## src/rtl/mpu_pkg.sv

```systemverilog
// rtl/mpu_pkg.sv - shared MPU command/state encodings, default sizes and dim clamp helper
package mpu_pkg;

  localparam int MMU_SIZE_DEF = 10;
  localparam int VAR_SIZE_DEF = 8;
  localparam int ACC_SIZE_DEF = 32;

  typedef enum logic [1:0] {
    CMD_NONE  = 2'b00,
    CMD_LOAD  = 2'b01,
    CMD_SEND  = 2'b10,
    CMD_CLEAR = 2'b11
  } cmd_e;

  typedef enum logic [1:0] {
    ST_IDLE  = 2'b00,
    ST_STORE = 2'b01,
    ST_READ  = 2'b10,
    ST_CLEAR = 2'b11
  } state_e;

  function automatic logic [7:0] clamp_dim(input logic [7:0] dim, input logic [7:0] max_dim);
    return (dim > max_dim) ? max_dim : dim;
  endfunction

endpackage

```

## src/rtl/result_buffer_unload_if.sv

```systemverilog
// rtl/result_buffer_unload_if.sv - result buffer bus: command/dims/row in, serial element out
interface result_buffer_unload_if #(
  parameter int ACC_SIZE = 32,
  parameter int MMU_SIZE = 10
) ();

  logic [1:0]                   cmd;
  logic                         stop;
  logic [ACC_SIZE*MMU_SIZE-1:0] C_in;
  logic [7:0]                   dim_x_in;
  logic [7:0]                   dim_y_in;
  logic [ACC_SIZE-1:0]          D_out;
  logic                         valid_out;
  logic                         busy;
  logic [7:0]                   dim_x_out;
  logic [7:0]                   dim_y_out;

  modport master (
    output cmd, stop, C_in, dim_x_in, dim_y_in,
    input  D_out, valid_out, busy, dim_x_out, dim_y_out
  );

  modport slave (
    input  cmd, stop, C_in, dim_x_in, dim_y_in,
    output D_out, valid_out, busy, dim_x_out, dim_y_out
  );

endinterface

```

## src/rtl/result_buffer_unload_mem.sv

```systemverilog
// rtl/result_buffer_unload_mem.sv - mem_2to1: row-parallel write, single-element combinational read
module mem_2to1 #(
  parameter int ACC_SIZE = 32,
  parameter int MMU_SIZE = 10,
  parameter int AW       = $clog2(MMU_SIZE)
) (
  input  logic                         clk,
  input  logic                         wr_en_i,
  input  logic [AW-1:0]                wr_row_i,
  input  logic [ACC_SIZE*MMU_SIZE-1:0] wr_data_i,
  input  logic [AW-1:0]                rd_row_i,
  input  logic [AW-1:0]                rd_col_i,
  output logic [ACC_SIZE-1:0]          rd_data_o
);

  // Storage is deliberately not reset; the owner zeroes it with full-row writes.
  logic [ACC_SIZE-1:0] mem_q [MMU_SIZE][MMU_SIZE];

  always_ff @(posedge clk) begin
    if (wr_en_i) begin
      for (int j = 0; j < MMU_SIZE; j++) begin
        mem_q[wr_row_i][j] <= wr_data_i[j*ACC_SIZE +: ACC_SIZE];
      end
    end
  end

  assign rd_data_o = mem_q[rd_row_i][rd_col_i];

endmodule

```

## src/rtl/result_buffer_unload.sv

```systemverilog
// rtl/result_buffer_unload.sv - captures MMU result rows, streams them out row-major one element per cycle
// Optional macro RESULT_SAT_EN clamps each output element to the signed VAR_SIZE range.
module result_buffer_unload
  import mpu_pkg::*;
#(
  parameter int ACC_SIZE = ACC_SIZE_DEF,
  parameter int VAR_SIZE = VAR_SIZE_DEF,
  parameter int MMU_SIZE = MMU_SIZE_DEF
) (
  input  logic             clk,
  input  logic             rst,
  result_buffer_unload_if.slave bus
);

  localparam int AW = $clog2(MMU_SIZE);
  localparam logic [7:0] MAX_DIM = 8'(MMU_SIZE);
`ifdef RESULT_SAT_EN
  localparam bit SAT_EN = 1'b1;
`else
  localparam bit SAT_EN = 1'b0;
`endif
  localparam logic signed [ACC_SIZE-1:0] SAT_MAX = ACC_SIZE'((1 << (VAR_SIZE - 1)) - 1);
  localparam logic signed [ACC_SIZE-1:0] SAT_MIN = ~SAT_MAX;

  state_e                       state_q;
  logic [7:0]                   row_ptr_q, col_ptr_q;
  logic [7:0]                   dim_x_q, dim_y_q;
  logic [ACC_SIZE-1:0]          d_out_q;
  logic                         valid_q;

  logic                         wr_en;
  logic [ACC_SIZE*MMU_SIZE-1:0] wr_data;
  logic [ACC_SIZE-1:0]          rd_data;
  logic signed [ACC_SIZE-1:0]   rd_elem, sat_elem, out_elem;

  // CLEAR reuses the row write port with zero data.
  assign wr_en   = ((state_q == ST_STORE) && !bus.stop) || (state_q == ST_CLEAR);
  assign wr_data = (state_q == ST_CLEAR) ? '0 : bus.C_in;

  mem_2to1 #(.ACC_SIZE(ACC_SIZE), .MMU_SIZE(MMU_SIZE), .AW(AW)) u_mem (
    .clk       (clk),
    .wr_en_i   (wr_en),
    .wr_row_i  (row_ptr_q[AW-1:0]),
    .wr_data_i (wr_data),
    .rd_row_i  (row_ptr_q[AW-1:0]),
    .rd_col_i  (col_ptr_q[AW-1:0]),
    .rd_data_o (rd_data)
  );

  assign rd_elem = rd_data;

  always_comb begin
    sat_elem = rd_elem;
    if (rd_elem > SAT_MAX) begin
      sat_elem = SAT_MAX;
    end else if (rd_elem < SAT_MIN) begin
      sat_elem = SAT_MIN;
    end
  end

  assign out_elem = SAT_EN ? sat_elem : rd_elem;

  always_ff @(posedge clk) begin
    if (rst) begin
      state_q   <= ST_IDLE;
      row_ptr_q <= '0;
      col_ptr_q <= '0;
      dim_x_q   <= '0;
      dim_y_q   <= '0;
      d_out_q   <= '0;
      valid_q   <= 1'b0;
    end else begin
      valid_q <= 1'b0;
      case (state_q)
        ST_IDLE: begin
          if (!bus.stop) begin
            case (cmd_e'(bus.cmd))
              CMD_LOAD: begin
                dim_x_q   <= clamp_dim(bus.dim_x_in, MAX_DIM);
                dim_y_q   <= clamp_dim(bus.dim_y_in, MAX_DIM);
                row_ptr_q <= '0;
                if ((bus.dim_x_in != 8'd0) && (bus.dim_y_in != 8'd0)) state_q <= ST_STORE;
              end
              CMD_SEND: begin
                row_ptr_q <= '0;
                col_ptr_q <= '0;
                if ((dim_x_q != 8'd0) && (dim_y_q != 8'd0)) state_q <= ST_READ;
              end
              CMD_CLEAR: begin
                dim_x_q   <= '0;
                dim_y_q   <= '0;
                row_ptr_q <= '0;
                state_q   <= ST_CLEAR;
              end
              default: ;
            endcase
          end
        end
        ST_STORE: begin
          if (!bus.stop) begin
            if (row_ptr_q == dim_y_q - 8'd1) begin
              row_ptr_q <= '0;
              state_q   <= ST_IDLE;
            end else begin
              row_ptr_q <= row_ptr_q + 8'd1;
            end
          end
        end
        ST_READ: begin
          // Stall holds pointers and D_out; valid falls on the next edge.
          if (!bus.stop) begin
            d_out_q <= out_elem;
            valid_q <= 1'b1;
            if (col_ptr_q == dim_x_q - 8'd1) begin
              col_ptr_q <= '0;
              if (row_ptr_q == dim_y_q - 8'd1) begin
                row_ptr_q <= '0;
                state_q   <= ST_IDLE;
              end else begin
                row_ptr_q <= row_ptr_q + 8'd1;
              end
            end else begin
              col_ptr_q <= col_ptr_q + 8'd1;
            end
          end
        end
        ST_CLEAR: begin
          if (row_ptr_q == MAX_DIM - 8'd1) begin
            row_ptr_q <= '0;
            state_q   <= ST_IDLE;
          end else begin
            row_ptr_q <= row_ptr_q + 8'd1;
          end
        end
        default: state_q <= ST_IDLE;
      endcase
    end
  end

  assign bus.D_out     = d_out_q;
  assign bus.valid_out = valid_q;
  assign bus.busy      = (state_q != ST_IDLE);
  assign bus.dim_x_out = dim_x_q;
  assign bus.dim_y_out = dim_y_q;

endmodule

```

## src/flat_wrapper.sv

```systemverilog
// flat-port wrapper written by rule: the top's interface ports become plain ports
module result_buffer_unload_flat import mpu_pkg::*;
#(
  parameter int ACC_SIZE = ACC_SIZE_DEF,
  parameter int VAR_SIZE = VAR_SIZE_DEF,
  parameter int MMU_SIZE = MMU_SIZE_DEF
)
  (clk, rst, bus_cmd, bus_stop, bus_C_in, bus_dim_x_in, bus_dim_y_in, bus_D_out, bus_valid_out, bus_busy, bus_dim_x_out, bus_dim_y_out);
  result_buffer_unload_if #(.ACC_SIZE(ACC_SIZE), .MMU_SIZE(MMU_SIZE)) bus_i ();
  input  logic clk;
  input  logic rst;
  input wire logic [$bits(bus_i.cmd)-1:0] bus_cmd;
  input wire logic [$bits(bus_i.stop)-1:0] bus_stop;
  input wire logic [$bits(bus_i.C_in)-1:0] bus_C_in;
  input wire logic [$bits(bus_i.dim_x_in)-1:0] bus_dim_x_in;
  input wire logic [$bits(bus_i.dim_y_in)-1:0] bus_dim_y_in;
  output wire logic [$bits(bus_i.D_out)-1:0] bus_D_out;
  output wire logic [$bits(bus_i.valid_out)-1:0] bus_valid_out;
  output wire logic [$bits(bus_i.busy)-1:0] bus_busy;
  output wire logic [$bits(bus_i.dim_x_out)-1:0] bus_dim_x_out;
  output wire logic [$bits(bus_i.dim_y_out)-1:0] bus_dim_y_out;
  assign bus_i.cmd = bus_cmd;
  assign bus_i.stop = bus_stop;
  assign bus_i.C_in = bus_C_in;
  assign bus_i.dim_x_in = bus_dim_x_in;
  assign bus_i.dim_y_in = bus_dim_y_in;
  assign bus_D_out = bus_i.D_out;
  assign bus_valid_out = bus_i.valid_out;
  assign bus_busy = bus_i.busy;
  assign bus_dim_x_out = bus_i.dim_x_out;
  assign bus_dim_y_out = bus_i.dim_y_out;
  result_buffer_unload #(.ACC_SIZE(ACC_SIZE), .VAR_SIZE(VAR_SIZE), .MMU_SIZE(MMU_SIZE)) u_core (.clk(clk), .rst(rst), .bus(bus_i));
endmodule
```

## config.mk

```make
export PLATFORM = sky130hd
export DESIGN_NAME = result_buffer_unload_flat
export DESIGN_NICKNAME = d
export VERILOG_FILES = /design/src/rtl/mpu_pkg.sv /design/src/rtl/result_buffer_unload_if.sv /design/src/rtl/result_buffer_unload_mem.sv /design/src/rtl/result_buffer_unload.sv /design/src/flat_wrapper.sv
export SDC_FILE = /design/constraint.sdc
export NUM_CORES = 2
export LEC_CHECK = 0
export CAP_MARGIN = 20
export CORE_MARGIN = 2
export CORE_UTILIZATION = 55
export DETAILED_ROUTE_END_ITERATION = 8
export PLACE_DENSITY = 0.86
export SETUP_SLACK_MARGIN = 0.5
export SKIP_LAST_GASP = 1
export SLEW_MARGIN = 30
export SYNTH_ARGS = -nofsm -noshare
export SYNTH_HDL_FRONTEND = slang
export SYNTH_SLANG_ARGS = --single-unit
export TNS_END_PERCENT = 10
```

## constraint.sdc

```tcl
create_clock -name clk -period 30.3 [get_ports clk]
set_input_delay 6.06 -clock clk [delete_from_list [all_inputs] [get_ports clk]]
set_output_delay 6.06 -clock clk [all_outputs]
set_load 0.02 [all_outputs]
```

==> flow_summary.ini <==
[setup_path]
crit_required_ps = 30850
cp_max_fo = 108
critPathKind = in2reg
slowest_delay_ps = 800
cp-endpoint = u_core.u_mem.mem_q[7][70]
r2r_slack_ps = 24350
cp-startpoint = bus_stop
path_common_cell = buf_4
crit_path_start_kind = input port
rr_endpoint = u_core.u_mem.mem_q[7][70]
path_cells = clkdlybuf4s50_1 -> inv_1 -> a21oi_1 -> nor3b_1 -> and2_4 -> buf_4 -> buf_12 -> buf_4 -> buf_4
reg2reg_from = u_core.state_q[0]
endpoint_kind = flip-flop
crit_arrival_ps = 11580
rr_worst_depth = 8
critPathSlowestCell = buf_4

[floorplan]
start_util = 0.551
die_x_um = 486
core-area_mm2 = 0.232
io_pins = 391
num_rows = 177
die_area_mm2 = 0.237
fp.dieH_um = 486

[cells_and_area]
post-route-cell-area_mm2 = 0.146
num-nets-final = 6942
layout-area-overhead-vs-synth_pct = 14.0
drive_above_1_share = 0.222

[cts]
cts_buffers = 332
cts_resized = 0
postCtsSetupBuffers = 0
cts.sinks = 3271
clk_pin_slew_ps = 60
cts_max_level = 5
holdBufCountCts = 0
cts_buffer_depth = 4
clockRootBuffer = clkbuf_16
cts_tree = yes
clock_latency_ps = 980

[timing]
setup_viol = 0
report.final.slew_viol_count = 0
maxSlewHeadroom = 0.195
setup_ws_ps = 19270
worst_clock_skew_ps = 75.0
worst_pin_slew_ps = 1210
timing.final.crit_share = 0.364
rsz0062_at_grt = false
period_minus_slack_ps = 11030
tns_ps = 0
clock.fmax_mhz = 90.6
hold_viol = 0

[global_route]
first_global_vias = 70400
grt_pass1_wl_mm = 523
antenna_found_initial = 39
grt_util_all_layers = 0.312
grt-ovfl-total = 0
grt_max_degree = 145

[synthesis]
yosys.area.top_type_share = 0.751
synth-main-ff-cell = edfxtp_1
ys_ff_latch = 3271
synth.area.top_cells = edfxtp_1 75%, mux4_2 14%, nor2b_1 1.7%
synth_edf_count = 3200
synthCells = 6062
synth_cell_types = 75
ys_seq_area_frac = 0.762
synth.most_common_cell = edfxtp_1
yosys.area.top_type = edfxtp_1
yosysWarnings = 0
synth.avg_cell_area_um2 = 21.1
synth_nets = 6416
synth_area_mm2 = 0.128
async_flop_share = 0
synth_common_cells = 3200 x edfxtp_1, 795 x mux4_2, 338 x nor2b_1, 314 x nand2_1, 197 x mux2i_1

[drt]
wire_per_inst_um = 37.7
wl_met3_mm = 53.2
finalWirelength_mm = 373
met2_length_mm = 175
drtIter0Drc = 12900
drtAntennaViolNets = 0
routed.top_layer = met5
met1Wirelength_mm = 121
vias = 70100
drc = 0
via_per_inst = 7.09
drt-pass1-iter-count = 8

[power_and_ir_drop]
cellPowerDensity_mw_per_mm2 = 70.6
power_switching_share = 0.238
leakagePower_uw = 0.0449
p_total_uw = 10300
pwr-share-comb = 0.100
p_int_uw = 7850
p_clk_frac = 0.394
ir_drop_mv = 0.0540
switchingPower_uw = 2460
power_frac_seq = 0.505

[placed_design]
finalWeightedCongestion = 0.837
hpwl_mm = 202
placed_area_mm2 = 0.135
port_buffers = 390
pre_cts_ws_ps = 18610

[outcome]
status = finished, final reports clean

[run]
max_cap_viol_count = 0

[min_path]
hold_class = reg2reg
-- cells in the final DEF (no fill, tap or decap), types with 60 or more instances in the layout --
| cell | synthesis | final |
|---|---|---|
| a21oi_1 | 76 | 76 |
| a31oi_1 | 68 | 68 |
| buf_4 | 49 | 123 |
| clkbuf_16 | 0 | 335 |
| clkdlybuf4s50_1 | 0 | 389 |
| clkinv_2 | 0 | 70 |
| dfxtp_1 | 71 | 65 |
| edfxtp_1 | 3200 | 3200 |
| mux2i_1 | 197 | 196 |
| mux4_2 | 795 | 795 |
| nand2_1 | 314 | 313 |
| nor2_1 | 67 | 60 |
| nor2b_1 | 338 | 327 |
| o21ai_0 | 95 | 91 |
-- kinds of logic after synthesis --
kind of cell    count (synthesis)  share of synthesized area
compound gates                461                     0.0241
xor+xnor                       29                    0.00198
buf+inv                       366                     0.0158
fa+ha+maj                      13                    0.00127
mux                          1033                      0.159
simple gates                  889                     0.0361
flops                        3271                      0.762
-- state kept, by name, summed over array words and instances, names as in the netlist, named ones only --
signal and cells:
u_core.bus.D_out 32, u_core.bus.valid_out 1, u_core.bus.dim_x_out 8, u_core.col_ptr_q 8
u_core.row_ptr_q 8, u_core.bus.dim_y_out 8, u_core.state_q 2, u_core.u_mem.mem_q 3200
-- metal layers --
layer,vias up,global-route usage
met5,-,0
met2,6922,0.480
met4,24,0.172
met3,1240,0.0945
li1,26200,-
met1,35700,0.402
-- worst min-delay path by stage --
stage / slack (ps) / startpoint / to / cells after the start
after floorplan: 470 / u_core.state_q[1] / u_core.state_q[1] / 2
after global placement: 510 / u_core.bus.D_out[9] / u_core.bus.D_out[9] / 1
after detailed placement: 540 / u_core.state_q[0] / u_core.state_q[0] / 2
after CTS: 550 / u_core.bus.dim_x_out[5] / u_core.bus.dim_x_out[5] / 1
after global routing: 570 / u_core.bus.dim_x_out[7] / u_core.bus.dim_x_out[7] / 1
final: 550 / u_core.state_q[1] / u_core.state_q[1] / 2
-- critical path: cells and delay by family --
family / cells / cell delay, ps
AO/OA/AOI/OAI: 1 / 180
AND/OR/NAND/NOR: 2 / 1220
buffers and inverters: 6 / 3580
-- final cells by class --
cell class                 instances  area (um^2)
timing repair buffer             536         5250
antenna                           11         27.5
multi-input combinational       2425        28600
inverter                          22         91.3
tap                             3043         3810
clock buffer                     393         8640
fill                           14300        86200
clock inverter                   189         1870
sequential                      3271        97500
-- metrics by stage --
stage	cells	hold slack, ps	utilization
floorplan	6062	468	-
global placement	9293	509	0.582
detailed placement	9294	536	0.582
CTS	9876	548	0.628
global route	9881	568	0.628
finish	9890	553	0.628
-- power groups by stage --
stage / Clock [uW] / Combinational, uW / Sequential, uW
2_1_floorplan: 0 / 584 / 5310
3_3_place_gp: 0 / 935 / 5280
3_5_place_dp: 0 / 974 / 5290
4_1_cts: 4060 / 1010 / 5200
5_1_grt: 4210 / 1070 / 5210
6_report: 4060 / 1030 / 5210
Note: power is estimated with default switching activity, not from simulation.
